## src/rtl/error_injector_seq.sv

```systemverilog
// error_injector_seq: sequential bit-flip error injector placed between the
// ECC encoder and decoder. Buttons are synchronised, debounced and
// edge-detected, each one mapped to data bit i*STRIDE. Corruption is applied
// in off / level / one-shot / burst modes and corrupted words are counted.
// Optional build macro ERR_INJ_RANDOM_EN adds a rand_en port and an LFSR
// that sprinkles additional single-bit flips into the stream.
module error_injector_seq #(
  parameter int DATA_W    = 8,
  parameter int NUM_BTN   = 2,
  parameter int STRIDE    = 4,
  parameter int DB_CYCLES = 16,
  parameter int BURST_LEN = 4,
  parameter int CNT_W     = 8
) (
  input  logic              clk,
  input  logic              rstn,
  input  logic [DATA_W-1:0] data_in,
  input  logic              valid_in,
  input  logic [NUM_BTN-1:0] btn,
  input  logic [1:0]        mode,
`ifdef ERR_INJ_RANDOM_EN
  input  logic              rand_en,
`endif
  output logic [DATA_W-1:0] data_out,
  output logic              valid_out,
  output logic              injected,
  output logic [CNT_W-1:0]  err_count
);

  localparam int DB_W = (DB_CYCLES < 1) ? 1 : $clog2(DB_CYCLES + 1);
  localparam int BC_W = (BURST_LEN < 2) ? 1 : $clog2(BURST_LEN + 1);
  localparam logic [CNT_W-1:0] CNT_MAX = '1;

  typedef enum logic [1:0] {
    IDLE  = 2'd0,
    ARMED = 2'd1,
    BURST = 2'd2
  } state_t;

  // Place one bit per button at its target data position.
  function automatic logic [DATA_W-1:0] map_btn(input logic [NUM_BTN-1:0] b);
    logic [DATA_W-1:0] m;
    m = '0;
    for (int i = 0; i < NUM_BTN; i++) m[i*STRIDE] = b[i];
    return m;
  endfunction

  // Counter increment that sticks at the top value instead of wrapping.
  function automatic logic [CNT_W-1:0] sat_inc(input logic [CNT_W-1:0] c);
    return (c == CNT_MAX) ? c : c + 1'b1;
  endfunction

  logic [NUM_BTN-1:0]           btn_sync_p0, btn_sync_p1;
  logic [NUM_BTN-1:0]           db_state;
  logic [NUM_BTN-1:0]           press_p;
  logic [NUM_BTN-1:0][DB_W-1:0] db_cnt;

  state_t            state, state_nxt;
  logic [DATA_W-1:0] pending_mask, pending_nxt;
  logic [DATA_W-1:0] burst_mask, burst_nxt;
  logic [BC_W-1:0]   burst_cnt, cnt_nxt;
  logic [DATA_W-1:0] press_mask;
  logic [DATA_W-1:0] btn_mask;
  logic [DATA_W-1:0] applied_mask;

  // Two-flop synchroniser for the raw asynchronous buttons.
  always_ff @(posedge clk or negedge rstn) begin
    if (!rstn) begin
      btn_sync_p0 <= '0;
      btn_sync_p1 <= '0;
    end else begin
      btn_sync_p0 <= btn;
      btn_sync_p1 <= btn_sync_p0;
    end
  end

  // Debounce: accept a change after DB_CYCLES consecutive differing cycles;
  // a debounced rising edge emits a one-cycle press pulse.
  always_ff @(posedge clk or negedge rstn) begin
    if (!rstn) begin
      db_state <= '0;
      press_p  <= '0;
      db_cnt   <= '0;
    end else begin
      press_p <= '0;
      for (int i = 0; i < NUM_BTN; i++) begin
        if (btn_sync_p1[i] != db_state[i]) begin
          if (db_cnt[i] == DB_W'(DB_CYCLES - 1)) begin
            db_state[i] <= btn_sync_p1[i];
            press_p[i]  <= btn_sync_p1[i];
            db_cnt[i]   <= '0;
          end else begin
            db_cnt[i] <= db_cnt[i] + 1'b1;
          end
        end else begin
          db_cnt[i] <= '0;
        end
      end
    end
  end

  assign press_mask = map_btn(press_p);

  // Injection FSM state and mask registers.
  always_ff @(posedge clk or negedge rstn) begin
    if (!rstn) begin
      state        <= IDLE;
      pending_mask <= '0;
      burst_mask   <= '0;
      burst_cnt    <= '0;
    end else begin
      state        <= state_nxt;
      pending_mask <= pending_nxt;
      burst_mask   <= burst_nxt;
      burst_cnt    <= cnt_nxt;
    end
  end

  // Next-state and button-derived mask; presses landing in the consuming
  // cycle are carried into the next pending mask rather than merged.
  always_comb begin
    state_nxt   = state;
    pending_nxt = pending_mask | press_mask;
    burst_nxt   = burst_mask;
    cnt_nxt     = burst_cnt;
    btn_mask    = '0;
    case (mode)
      2'b00: begin
        state_nxt   = IDLE;
        pending_nxt = '0;
        burst_nxt   = '0;
        cnt_nxt     = '0;
      end
      2'b01: begin
        state_nxt   = IDLE;
        pending_nxt = '0;
        burst_nxt   = '0;
        cnt_nxt     = '0;
        btn_mask    = map_btn(db_state);
      end
      default: begin
        case (state)
          IDLE: begin
            if (pending_mask != '0) state_nxt = ARMED;
          end
          ARMED: begin
            if (valid_in) begin
              btn_mask    = pending_mask;
              pending_nxt = press_mask;
              if (mode == 2'b11 && BURST_LEN > 1) begin
                burst_nxt = pending_mask;
                cnt_nxt   = BC_W'(BURST_LEN - 1);
                state_nxt = BURST;
              end else begin
                state_nxt = IDLE;
              end
            end
          end
          BURST: begin
            if (valid_in) begin
              btn_mask = burst_mask;
              cnt_nxt  = burst_cnt - 1'b1;
              if (burst_cnt == BC_W'(1)) begin
                burst_nxt = '0;
                state_nxt = IDLE;
              end
            end
          end
          default: state_nxt = IDLE;
        endcase
      end
    endcase
  end

`ifdef ERR_INJ_RANDOM_EN
  logic [15:0]       lfsr;
  logic [DATA_W-1:0] rand_mask;

  // Fibonacci LFSR, taps 16,14,13,11, stepped once per valid word.
  always_ff @(posedge clk or negedge rstn) begin
    if (!rstn) begin
      lfsr <= 16'hACE1;
    end else if (valid_in) begin
      lfsr <= {lfsr[14:0], lfsr[15] ^ lfsr[13] ^ lfsr[12] ^ lfsr[10]};
    end
  end

  // Occasional random bit flip; XOR lets it cancel a coinciding button bit.
  always_comb begin
    rand_mask = '0;
    if (rand_en && (mode != 2'b00) && (lfsr[3:0] == 4'd0))
      rand_mask[32'(lfsr[15:8]) % DATA_W] = 1'b1;
    applied_mask = btn_mask ^ rand_mask;
  end
`else
  // Without the random source the button mask is applied unchanged.
  always_comb begin
    applied_mask = btn_mask;
  end
`endif

  // Output register: one-cycle latency, data holds on idle cycles.
  always_ff @(posedge clk or negedge rstn) begin
    if (!rstn) begin
      data_out  <= '0;
      valid_out <= 1'b0;
      injected  <= 1'b0;
      err_count <= '0;
    end else begin
      valid_out <= valid_in;
      if (valid_in) begin
        data_out <= data_in ^ applied_mask;
        injected <= (applied_mask != '0);
        if (applied_mask != '0) err_count <= sat_inc(err_count);
      end else begin
        injected <= 1'b0;
      end
    end
  end

endmodule
```

## config.mk

```make
export PLATFORM = sky130hd
export DESIGN_NAME = error_injector_seq
export DESIGN_NICKNAME = d
export VERILOG_FILES = /design/src/rtl/error_injector_seq.sv
export SDC_FILE = /design/constraint.sdc
export NUM_CORES = 1
export LEC_CHECK = 0
export ABC_AREA = 0
export BUFFER_PORTS_ARGS = -buffer_cell sky130_fd_sc_hd__clkbuf_2
export CAP_MARGIN = 20
export CORE_MARGIN = 4
export CORE_UTILIZATION = 56
export CTS_BUF_LIST = sky130_fd_sc_hd__clkbuf_16
export DETAILED_ROUTE_END_ITERATION = 8
export PLACE_DENSITY = 0.79
export RECOVER_POWER = 100
export SETUP_SLACK_MARGIN = 0.5
export SLEW_MARGIN = 20
export SYNTH_ARGS = -nofsm -noshare
export SYNTH_HDL_FRONTEND = slang
export SYNTH_SLANG_ARGS = --single-unit
```

## constraint.sdc

```tcl
create_clock -name clk -period 2.35 [get_ports clk]
set_input_delay 0.1175 -clock clk [delete_from_list [all_inputs] [get_ports clk]]
set_output_delay 0.1175 -clock clk [all_outputs]
set_load 0.005 [all_outputs]
```

Yosys cells after proc, flatten, opt, wreduce, memory -nomap -nowiden
Cells that the tools add are included.
{ "word_totals": {"ff_bits": 57, "out_inout_bits": 18} }
{ "classes": {"n_addsub": 4, "n_eq_ne": 15, "n_mux": 34, "bitwise": 3, "n_reduce_logical": 12} }
{ "ops": {"columns": ["operator", "n"], "rows": [
  ["$mux W8", 10],
  ["$pmux W8 S2", 3],
  ["$mux W5", 4],
  ["$reduce_bool A8 Y1", 2],
  ["$ne A3 B3 Y1 const B", 5],
  ["$mux W2", 6],
  ["$mux W3", 4],
  ["$add A5 B1 Y5 const B", 2],
  ["$eq A5 B4 Y1 const B", 2],
  ["$add A8 B1 Y8 const B", 1],
  ["$eq A8 B8 Y1 const B", 1],
  ["$or A8 B5 Y8", 1],
  ["$reduce_and A4 Y1", 2],
  ["$xor A8 B8 Y8", 1],
  ["$pmux W2 S3", 1],
  ["$pmux W3 S2", 1],
  ["$mux W1", 5],
  ["$reduce_and A5 Y1", 1],
  ["$eq A2 B1 Y1 const B", 2],
  ["$eq A2 B2 Y1 const B", 2],
  ["$logic_not A2 Y1", 2],
  ["$reduce_and A2 Y1", 2],
  ["$eq A3 B1 Y1 const B", 1],
  ["$reduce_and A3 Y1", 1],
  ["5 further kinds", 6]
]} }

Longest topological paths before layout
Gate-level depths: netlist of run 1.
{ "depth": {"ltp_word": 5, "mapped_depth": 8, "depth_no_buf": 7} }

Worst setup path before layout of run 1
OpenSTA, ideal clock, no wires.
{ "synth_path": {"kind": "flip-flop to flip-flop", "from": "register state[0]", "to": "register burst_mask[0]", "setup_ns": 0.125, "arrival_ns": 1.645, "required_ns": 2.225, "setup_slack_ns": 0.581, "stages_incl_launch_ff": 8, "period_less_slack_ns": 1.769, "path_cell_list": "dfrtp_1 -> inv_1 -> ha_1 -> buf_4 -> o21ai_0 -> o21ai_0 -> o21ai_0 -> mux2_2"} }
{ "synth_via": {"elab_chain_len": 3, "word_cells_on_any_way": 10} }
{ "synth_rtl": {"columns": ["element", "line_no", "text"], "rows": [
  ["from (decl)", "58", "state_t state, state_nxt;"],
  ["from (signal assigned)", "112", "state <= state_nxt;"],
  ["$eq A2 B1 Y1 / $eq A2 B2 Y1 (equally long branches)", "142", "case (state)"],
  ["$ne A3 B3 Y1 (no line), or another cell as far along", null, null],
  ["$reduce_and A5 Y1 (no line) / $mux W8 (equally long branches)", null, null],
  ["to (signal assigned)", "114", "burst_mask <= burst_nxt;"],
  ["to (decl)", "60", "logic [DATA_W-1:0] burst_mask, burst_nxt;"]
]} }
Several ways; a longest one is shown, not always the timed one.
A chain may end at the register's enable or synchronous reset.

Worst setup path in the final report of run 1
{ "layout_path": {"from": "register state[1]", "to": "register err_count[1]"} }
{ "layout_via": {"elab_chain_len": 5, "word_cells_on_any_way": 6} }
{ "layout_rtl": {"columns": ["element", "line_no", "text"], "rows": [
  ["$eq A2 B2 Y1 / $eq A2 B1 Y1 (equally long branches)", "142", null],
  ["$pmux W8 S2 (*)", "142", null],
  ["$pmux W8 S2 (*)", "127", "case (mode)"],
  ["$reduce_bool A8 Y1 (*)", "214", "if (applied_mask != '0) err_count <= sat_inc(err_count);"],
  ["$reduce_and A3 Y1 (no line) (*)", null, null],
  ["to (signal assigned)", "214", null],
  ["to (decl)", "27", "output logic [CNT_W-1:0] err_count"]
]} }
Every way passes the cells marked *; elsewhere a longest branch is shown, timed or not.

==> flow_summary.json, run 1 <==
{
  "slew_viol_final": 0,
  "dieHeight_um": 69.6,
  "hold_viol_final": 0,
  "sw_frac_of_total": 0.243,
  "rows": 22,
  "multi_input_area_um2": 922,
  "syn_area_um2": 2130,
  "grt_usage": 0.179,
  "fp.dieW_um": 69.6,
  "overflow": 0,
  "finalNetCount": 263,
  "grt_use_met1": 0.215,
  "ys_seq_elements": 46,
  "cp-start-kind": "register",
  "vias": 1537,
  "h-tree-depth": 2,
  "initial_core_util": 0.581,
  "gp_congestion": 0.776,
  "dp_worst_setup_slack_ps": 334,
  "fin_crit_sh": 0.836,
  "fillers": 290,
  "worst_slew_pin_slew_ps": 1080,
  "synth_nets": 218,
  "synth_edf_count": 0,
  "max_slew_margin": 0.278,
  "finalPower_mw": 1.92,
  "port_buffers": 32,
  "drive_gt1_frac": 0.204,
  "ys_top_cells_by_area": "dfrtp_1 54%, ha_1 5.3%, mux2_2 3.7%, nor2_1 3.7%, xnor2_1 3.7%",
  "sequentialPowerShare": 0.450,
  "busiest_layer": "met2",
  "cts_buffers": 5,
  "fmax_mhz": 509,
  "stdcell_area_um2": 2570,
  "die_area_um2": 4850,
  "grt_util_met2": 0.320,
  "drt_first_pass_iters": 4,
  "hold_path_class": "in -> reg",
  "cts_tree": "yes",
  "first_global_vias": 1542,
  "yosysUniqueCellTypes": 34,
  "io_pins": 33,
  "cts-root-buf": "clkbuf_16",
  "syn_avg_cell_area_um2": 11.0,
  "skew_ps": 3.46,
  "cp.arrival_ps": 2130,
  "synth_common_cells": "46 x dfrtp_1, 21 x nor2_1, 11 x a21oi_1, 11 x inv_1, 11 x nand2_1",
  "syn2layout_area_growth_pct": 20.9,
  "clock_latency_ps": 280,
  "async_flop_share": 1.00,
  "power.internal_mw": 1.46,
  "clkTransAtPathRegs_ps": 60,
  "p_switching_mw": 0.467,
  "tns_ps": 0,
  "cts_max_path_buffers": 2,
  "yosysMostFrequentCell": "dfrtp_1",
  "dpl_cell_area_um2": 2330,
  "p_per_area_nw_per_um2": 748,
  "maxCapViolations": 0,
  "setup_viol": 0,
  "vias_per_cell": 5.34,
  "status": "completed",
  "regArea_um2": 1150,
  "dp_hpwl_mm": 2.76,
  "post-route-util": 0.703,
  "ant_nets": 0,
  "finalCriticalPeriod_ps": 1970,
  "p_clk_frac": 0.407,
  "synth_cells": 194,
  "grt_antenna_before_repair": 0,
  "fin_ws_ps": 384,
  "worstSetupEndpointType": "register",
  "synth_largest_area_cell": "dfrtp_1",
  "core_area_um2": 3660,
  "totalWireLength_mm": 4.03,
  "synthDominantCellAreaShare": 0.541,
  "use_met3": 0.0478,
  "synth_warnings": 0,
  "path_class": "reg -> reg",
  "cts.sinks": 46,
  "synth_flop_cell": "dfrtp_1",
  "rsz0062_at_grt": "yes",
  "wl_per_cell_um": 14.0,
  "p_leak_nw": 1.24,
  "antennaDiodeCount": 0,
  "cp_max_fo": 7,
  "peakVddDrop_uv": 576,
  "worstPathRequired_ps": 2520,
  "combPwrFrac": 0.143,
  "grt_first_pass_wirelength_mm": 6.98,
  "ys_seq_area_frac": 0.541,
  "drcViolationCount": 0,
  "grt_max_degree": 28,
  "drt-initial-drc-count": 112
}
## layer usage
layer / up-vias / part of all wire
li1: 755 / -
met1: 743 / 0.42
met2: 35 / 0.53
met3: 4 / 0.037
met4: 0 / 0.0077
met5: - / 0
## worst max-delay path, stage by stage (launching register included)
cell and delay (ps):
dfrtp_1 380, inv_1 160, ha_4 190, o21ai_1 80, o211ai_1 120, nand3_1 230
nand2b_1 360, mux2_4 330
## state kept, by name, summed over array words and instances (netlist names)
| name | count |
|---|---|
| burst_mask | 3 |
| press_p | 2 |
| db_cnt | 10 |
| btn_sync_p1 | 2 |
| data_out | 8 |
| injected | 1 |
| valid_out | 1 |
| db_state | 2 |
| state | 2 |
| pending_mask | 2 |
| burst_cnt | 3 |
| btn_sync_p0 | 2 |
| err_count | 8 |
## cell families after synthesis
family | count (synthesis) | synth area share
AO/OA/AOI/OAI | 30 | 0.0859
buffers and inverters | 15 | 0.0300
adder cells (fa/ha/maj) | 9 | 0.0529
multiplexers | 11 | 0.0582
AND/OR/NAND/NOR | 65 | 0.158
XOR/XNOR | 18 | 0.0741
flip-flops | 46 | 0.541
## worst paths after layout
path                                     start             end  slack [ps]  depth (start not counted)
worst max-delay path                  state[1]    err_count[1]         380                          7
worst min-delay path                data_in[2]     data_out[2]         130                          3
worst max register to register        state[1]    err_count[1]         380                          7
worst min register to register  btn_sync_p0[1]  btn_sync_p1[1]         350                          0
max in group asynchronous                 rstn        state[0]         850                          3
min in group asynchronous                 rstn    burst_cnt[1]         550                          2
## placed cells by master, fill, tap and decap left out, drive strengths merged, types with 2 or more instances in the layout
cell,instances
ha,9
dlygate4sd3,3
nor4b,2
mux2i,3
clkbuf,39
buf,5
inv,11
dfrtp,46
nand3,10
xor2,9
a21oi,11
o21ai,10
clkinvlp,2
xnor2,9
mux2,8
nand2,11
and2b,2
and2,2
a22oi,2
nor2,22
nor3,3
and3b,2
o22a,2
nor2b,3
nand2b,3
and3,4
## power by group through the flow
stage | clock [mW] | combinational [mW] | sequential, mW
after floorplan | 0 | 0.151 | 0.875
after global placement | 0 | 0.224 | 0.875
after detailed placement | 0 | 0.230 | 0.878
after CTS | 0.799 | 0.246 | 0.865
after global routing | 0.838 | 0.312 | 0.872
final | 0.784 | 0.275 | 0.865
## repair_timing
action                     CTS  global route
setup endpoints to repair   10            14
hold buffers                 3             0
gates resized for setup      4             7
buffers inserted             1             5
pin swaps                    1             2
hold endpoints to repair    21             0
## final cells by class
cell class | instances | share of cell area
clock buffers | 5 | 0.0486
clock inverters | 3 | 0.0175
inverters | 11 | 0.0161
multi-input cells | 133 | 0.358
flip-flops and latches | 46 | 0.448
well taps | 48 | 0.0233
repair buffers | 42 | 0.0880
## metrics by stage
stage / hold slack (ps) / cells
floorplan: -178 / 194
global placement: 114 / 271
detailed placement: 112 / 271
CTS: 131 / 283
global route: 144 / 288
finish: 129 / 288
Note: power is estimated with default switching activity, not from simulation.
==> run 2: changes to the inputs <==
--- a/config.mk
+++ b/config.mk
@@ -9,10 +9,10 @@
 export BUFFER_PORTS_ARGS = -buffer_cell sky130_fd_sc_hd__clkbuf_2
 export CAP_MARGIN = 20
 export CORE_MARGIN = 4
-export CORE_UTILIZATION = 56
+export CORE_UTILIZATION = 50
 export CTS_BUF_LIST = sky130_fd_sc_hd__clkbuf_16
 export DETAILED_ROUTE_END_ITERATION = 8
-export PLACE_DENSITY = 0.79
+export PLACE_DENSITY = 0.74
 export RECOVER_POWER = 100
 export SETUP_SLACK_MARGIN = 0.5
 export SLEW_MARGIN = 20
==> constraint.sdc (replaced) <==
create_clock -name clk -period 1.6 [get_ports clk]
set_input_delay 0.08 -clock clk [delete_from_list [all_inputs] [get_ports clk]]
set_output_delay 0.08 -clock clk [all_outputs]
set_load 0.005 [all_outputs]
==> run 2 against run 1 <==
Compared with the run above: the flow now finishes with violations (setup timing); hold slack got worse by 49 ps; total power rose by 64%; cell count rose by 11%; clock power rose by 51%.
==> flow_summary.json, run 2 (synthesized netlist as in run 1, its figures left out) <==
{
  "status": "finished, violations left",
  "violations": "setup timing",
  "overflow": 0,
  "vias_per_cell": 5.22,
  "dpl.cell_count": 295,
  "cts_max_path_buffers": 2,
  "hold_path_class": "in -> reg",
  "cts_tree": "yes",
  "dpl_cell_area_um2": 2610,
  "r2r_end": "err_count[1]",
  "largest_register": "db_cnt",
  "fin_crit_sh": 1.06,
  "first_global_vias": 1655,
  "hold_slack_ps": 80.0,
  "cts_buffers": 5,
  "finalCriticalPeriod_ps": 1690,
  "grt_max_degree": 26,
  "final_common_cell": "dfrtp_1",
  "stdcell_count": 319,
  "drive_gt1_frac": 0.487,
  "vias": 1666,
  "finalPower_mw": 3.16,
  "cp-start-kind": "register",
  "initial_core_util": 0.524,
  "grt_first_pass_wirelength_mm": 7.73,
  "grt_util_met2": 0.334,
  "setup_viol": 18,
  "cts.sinks": 46,
  "slowest_stage": "dfrtp_2",
  "wl_per_cell_um": 15.2,
  "drt_first_pass_iters": 4,
  "skew_ps": 2.37,
  "cp_max_fo": 5,
  "h-tree-depth": 2,
  "syn2layout_area_growth_pct": 49.3,
  "p_per_area_nw_per_um2": 996,
  "rows": 23,
  "max_slew_margin": 0.613,
  "min-delay-start": "data_in[7]",
  "r2r_setup_slack_ps": -90,
  "dp_hpwl_mm": 3.16,
  "grt_usage": 0.193,
  "post-route-util": 0.783,
  "drt-initial-drc-count": 90,
  "worstSetupEndpointType": "register",
  "path_class": "reg -> reg",
  "worstPathRequired_ps": 1780,
  "gp_congestion": 0.806,
  "cp.arrival_ps": 1870,
  "core_area_um2": 4060,
  "cp_num_buf_inv": 1,
  "hold_end": "data_out[7]",
  "path_cells": "inv_4 > ha_4 > o21ai_1 > o211ai_1 > nand3_2 > nand2b_4 > mux2_4",
  "mostFrequentLayoutCells": "44 x dfrtp_1, 32 x clkbuf_2, 26 x buf_4",
  "fmax_mhz": 591,
  "totalWireLength_mm": 4.86,
  "max_stage_delay_ps": 450,
  "reg_top3": "db_cnt x10, data_out x8, err_count x8",
  "antennaDiodeCount": 0,
  "hold_viol_final": 0,
  "fin_ws_ps": -91.8,
  "clkTransAtPathRegs_ps": 60,
  "ant_nets": 0,
  "cts-root-buf": "clkbuf_16",
  "crit_family": "flip-flops",
  "reg2reg_from": "state[1]",
  "grt_antenna_before_repair": 0,
  "largest_reg_flops": 10,
  "busiest_layer": "met2",
  "grt_use_met1": 0.226,
  "die_area_um2": 5360,
  "use_met3": 0.0537,
  "r2r_cells": 7,
  "port_buffers": 32,
  "fp.dieW_um": 73.2,
  "p_leak_nw": 1.51,
  "worstHoldPathCells": 3,
  "tns_ps": -571,
  "drcViolationCount": 0,
  "clock_latency_ps": 290,
  "stdcell_area_um2": 3180,
  "peakVddDrop_uv": 739,
  "worst_slew_pin_slew_ps": 580,
  "rsz0062_at_grt": "yes",
  "dp_worst_setup_slack_ps": -79.8,
  "dieHeight_um": 73.2,
  "io_pins": 33,
  "slew_viol_final": 0,
  "finalNetCount": 292,
  "maxCapViolations": 0
}
## run 2: changes by cell type in the layout (fill, tap and decap cells not counted), sizes merged
cell	before	now
buf	5	36
clkbuf	39	37
clkinv	0	1
clkinvlp	2	0
inv	11	12
## run 2: cell type report
class	instances	area (um^2)
Multi-Input combinational cell	133	1240
Inverter	11	43.8
Sequential cell	46	1150
Tap cell	50	62.6
Clock buffer	5	125
Clock inverter	3	43.8
Fill cell	243	882
Timing Repair Buffer	71	507
## run 2: worst max-delay path by stage
stage,startpoint,to,cells after the start
after floorplan,state[0],err_count[1],7
after global placement,state[0],err_count[1],7
after detailed placement,state[0],err_count[1],7
after CTS,state[0],state[0],8
after global routing,state[1],err_count[1],7
final,state[1],err_count[1],7
## run 2: where the power goes
part | switching (mW) | leakage, nW | internal (mW) | total (mW)
combinational | 0.334 | 0.830 | 0.361 | 0.696
clock | 0.437 | 0.0842 | 0.739 | 1.18
sequential | 0.0624 | 0.595 | 1.23 | 1.29
## run 2: repair_timing
action	in CTS	in global routing
endpoints found under the hold margin	23	0
hold buffers	3	0
setup endpoints to repair	35	38
pin swaps	6	16
buffers inserted	9	4
resized for setup	18	36
## run 2: routing by layer
| metal | part of all wire | up-vias |
|---|---|---|
| met5 | 0 | - |
| met4 | 0.013 | 0 |
| met3 | 0.048 | 6 |
| met2 | 0.52 | 39 |
| met1 | 0.41 | 809 |
| li1 | - | 812 |
## run 2: worst register-to-register path, delay by kind of cell (launching register included)
kind            cells  cell delay, ps
simple gates        2             380
mux                 1             290
compound gates      2             190
buf+inv             1             120
flops               1             450
fa+ha+maj           1             150
==> run 3: changes to the inputs <==
--- a/config.mk
+++ b/config.mk
@@ -12,7 +12,7 @@
 export CORE_UTILIZATION = 50
 export CTS_BUF_LIST = sky130_fd_sc_hd__clkbuf_16
 export DETAILED_ROUTE_END_ITERATION = 8
-export PLACE_DENSITY = 0.74
+export PLACE_DENSITY = 0.77
 export RECOVER_POWER = 100
 export SETUP_SLACK_MARGIN = 0.5
 export SLEW_MARGIN = 20
==> run 3 against run 2 <==
Compared with the run above: the run still ends with setup timing left; fmax fell by 4.0%; combinational power rose by 2%; first-iteration DRC count down 6.7%; non-clock buffer count is 4 higher; routed wire length is 28% higher; clock skew rose by 2.1 ps; total power decreased by 0.48%; critical path depth stayed put; global-route usage increased by 0.27 points; highest routed layer unchanged.
==> flow_summary.json, run 3 (synthesized netlist as in run 1, its figures left out) <==
{
  "worst_slew_pin_slew_ps": 1020,
  "p_leak_nw": 1.53,
  "totalWireLength_mm": 6.22,
  "drcViolationCount": 0,
  "hold_viol_final": 0,
  "h-tree-depth": 2,
  "largest_register": "db_cnt",
  "r2r_cells": 7,
  "cts_max_path_buffers": 2,
  "hold_slack_ps": 103,
  "stdcell_count": 323,
  "cp.arrival_ps": 1930,
  "violations": "setup timing",
  "grt_max_degree": 29,
  "port_buffers": 32,
  "rows": 23,
  "largest_reg_flops": 10,
  "hold_path_class": "in -> reg",
  "startpoint": "state[0]",
  "fin_ws_ps": -162,
  "maxCapViolations": 0,
  "clock_latency_ps": 280,
  "mostFrequentLayoutCells": "44 x dfrtp_1, 20 x clkbuf_2, 20 x buf_4",
  "dieHeight_um": 73.2,
  "cts_buffers": 5,
  "worstPathRequired_ps": 1770,
  "ant_nets": 0,
  "wl_per_cell_um": 19.3,
  "cts.sinks": 46,
  "cp_max_fo": 5,
  "initial_core_util": 0.524,
  "max_slew_margin": 0.319,
  "grt_first_pass_wirelength_mm": 8.10,
  "overflow": 0,
  "drt-initial-drc-count": 84,
  "rsz0062_at_grt": "yes",
  "cp-start-kind": "register",
  "grt_usage": 0.196,
  "dpl.cell_count": 293,
  "slew_viol_final": 0,
  "first_global_vias": 1733,
  "antennaDiodeCount": 0,
  "fp.dieW_um": 73.2,
  "clkTransAtPathRegs_ps": 60,
  "p_per_area_nw_per_um2": 959,
  "vias_per_cell": 5.55,
  "fillers": 247,
  "worstSetupEndpointType": "register",
  "reg2reg_from": "state[0]",
  "setup_viol": 17,
  "worstHoldPathCells": 3,
  "final_common_cell": "dfrtp_1",
  "cts-root-buf": "clkbuf_16",
  "fmax_mhz": 568,
  "drive_gt1_frac": 0.462,
  "io_pins": 33,
  "path_class": "reg -> reg",
  "status": "finished, violations left",
  "syn2layout_area_growth_pct": 54.2,
  "grt_antenna_before_repair": 0,
  "cts_tree": "yes",
  "vias": 1794,
  "die_area_um2": 5360,
  "crit_path_end": "err_count[6]",
  "peakVddDrop_uv": 839,
  "finalNetCount": 296,
  "finalCriticalPeriod_ps": 1760,
  "r2r_setup_slack_ps": -160,
  "drt_first_pass_iters": 4,
  "dp_hpwl_mm": 3.09,
  "reg_top3": "db_cnt x10, data_out x8, err_count x8",
  "core_area_um2": 4060,
  "fin_crit_sh": 1.10,
  "gp_congestion": 0.837,
  "r2r_end": "err_count[6]",
  "skew_ps": 4.50
}
## run 3: cell types whose count changed in the layout (fill, tap and decap cells not counted), moves of 3 or more
cell and delta:
buf_6 +6, clkbuf_1 +12, clkdlybuf4s25_1 +3, buf_4 -6, xnor2_2 +4, clkbuf_2 -12, a21oi_2 +7, xnor2_1 -6
a21oi_1 -7
## run 3: per-stage QoR
| stage | cell area [um^2] | utilization | setup WS (ps) | setup TNS (ps) | total power [mW] |
|---|---|---|---|---|---|
| 2_1_floorplan | 2220 | - | 22.9 | 0 | 1.55 |
| 3_3_place_gp | 2590 | 0.638 | -11.9 | -15.7 | 1.72 |
| 3_5_place_dp | 2590 | 0.638 | -97.2 | -561 | 1.74 |
| 4_1_cts | 3010 | 0.741 | -69.4 | -472 | 2.98 |
| 5_1_grt | 3280 | 0.809 | -165 | -1700 | 3.27 |
| 6_report | 3280 | 0.809 | -162 | -1030 | 3.15 |
## run 3: what timing repair did
item | CTS | global route
endpoints found under the hold margin | 20 | 0
gates resized for setup | 29 | 57
pin swaps | 20 | 26
buffers inserted | 13 | 6
hold buffers | 3 | 0
setup endpoints to repair | 35 | 43
## run 3: layout make-up
type	count	area, um^2	area share
multi-input combinational	133	1290	0.393
clock buffer	5	125	0.0381
timing repair buffer	75	564	0.172
clock inverter	3	40.0	0.0122
inverter	11	46.3	0.0141
sequential	46	1150	0.352
tap	50	62.6	0.0191
## run 3: critical path, cell delays in order, from the launching register on
cell	delay, ps
dfrtp_2	460
inv_4	100
ha_4	160
o31ai_2	70
o211ai_1	150
nand3_4	160
nor2_1	210
mux2_4	330
## run 3: worst min path at each step
stage	from	slack (ps)	endpoint
after floorplan	rstn	-220	btn_sync_p0[0]
after global placement	rstn	50	db_cnt[8]
after detailed placement	rstn	60	db_cnt[8]
after CTS	valid_in	20	valid_out
after global routing	data_in[3]	110	data_out[3]
final	data_in[2]	100	data_out[2]
## run 3: power breakdown
group	switching, mW	total (mW)	internal, mW
sequential	0.0610	1.29	1.23
clock	0.416	1.15	0.730
combinational	0.371	0.711	0.339
## run 3: layer usage
| metal | part of all wire | wire length [um] | global-route usage | vias to the layer above |
|---|---|---|---|---|
| li1 | - | - | - | 813 |
| met1 | 0.39 | 2450 | 0.248 | 905 |
| met2 | 0.55 | 3400 | 0.339 | 56 |
| met3 | 0.032 | 196 | 0.0413 | 20 |
| met4 | 0.027 | 168 | 0.0492 | 0 |
| met5 | 0 | 0 | 0 | - |
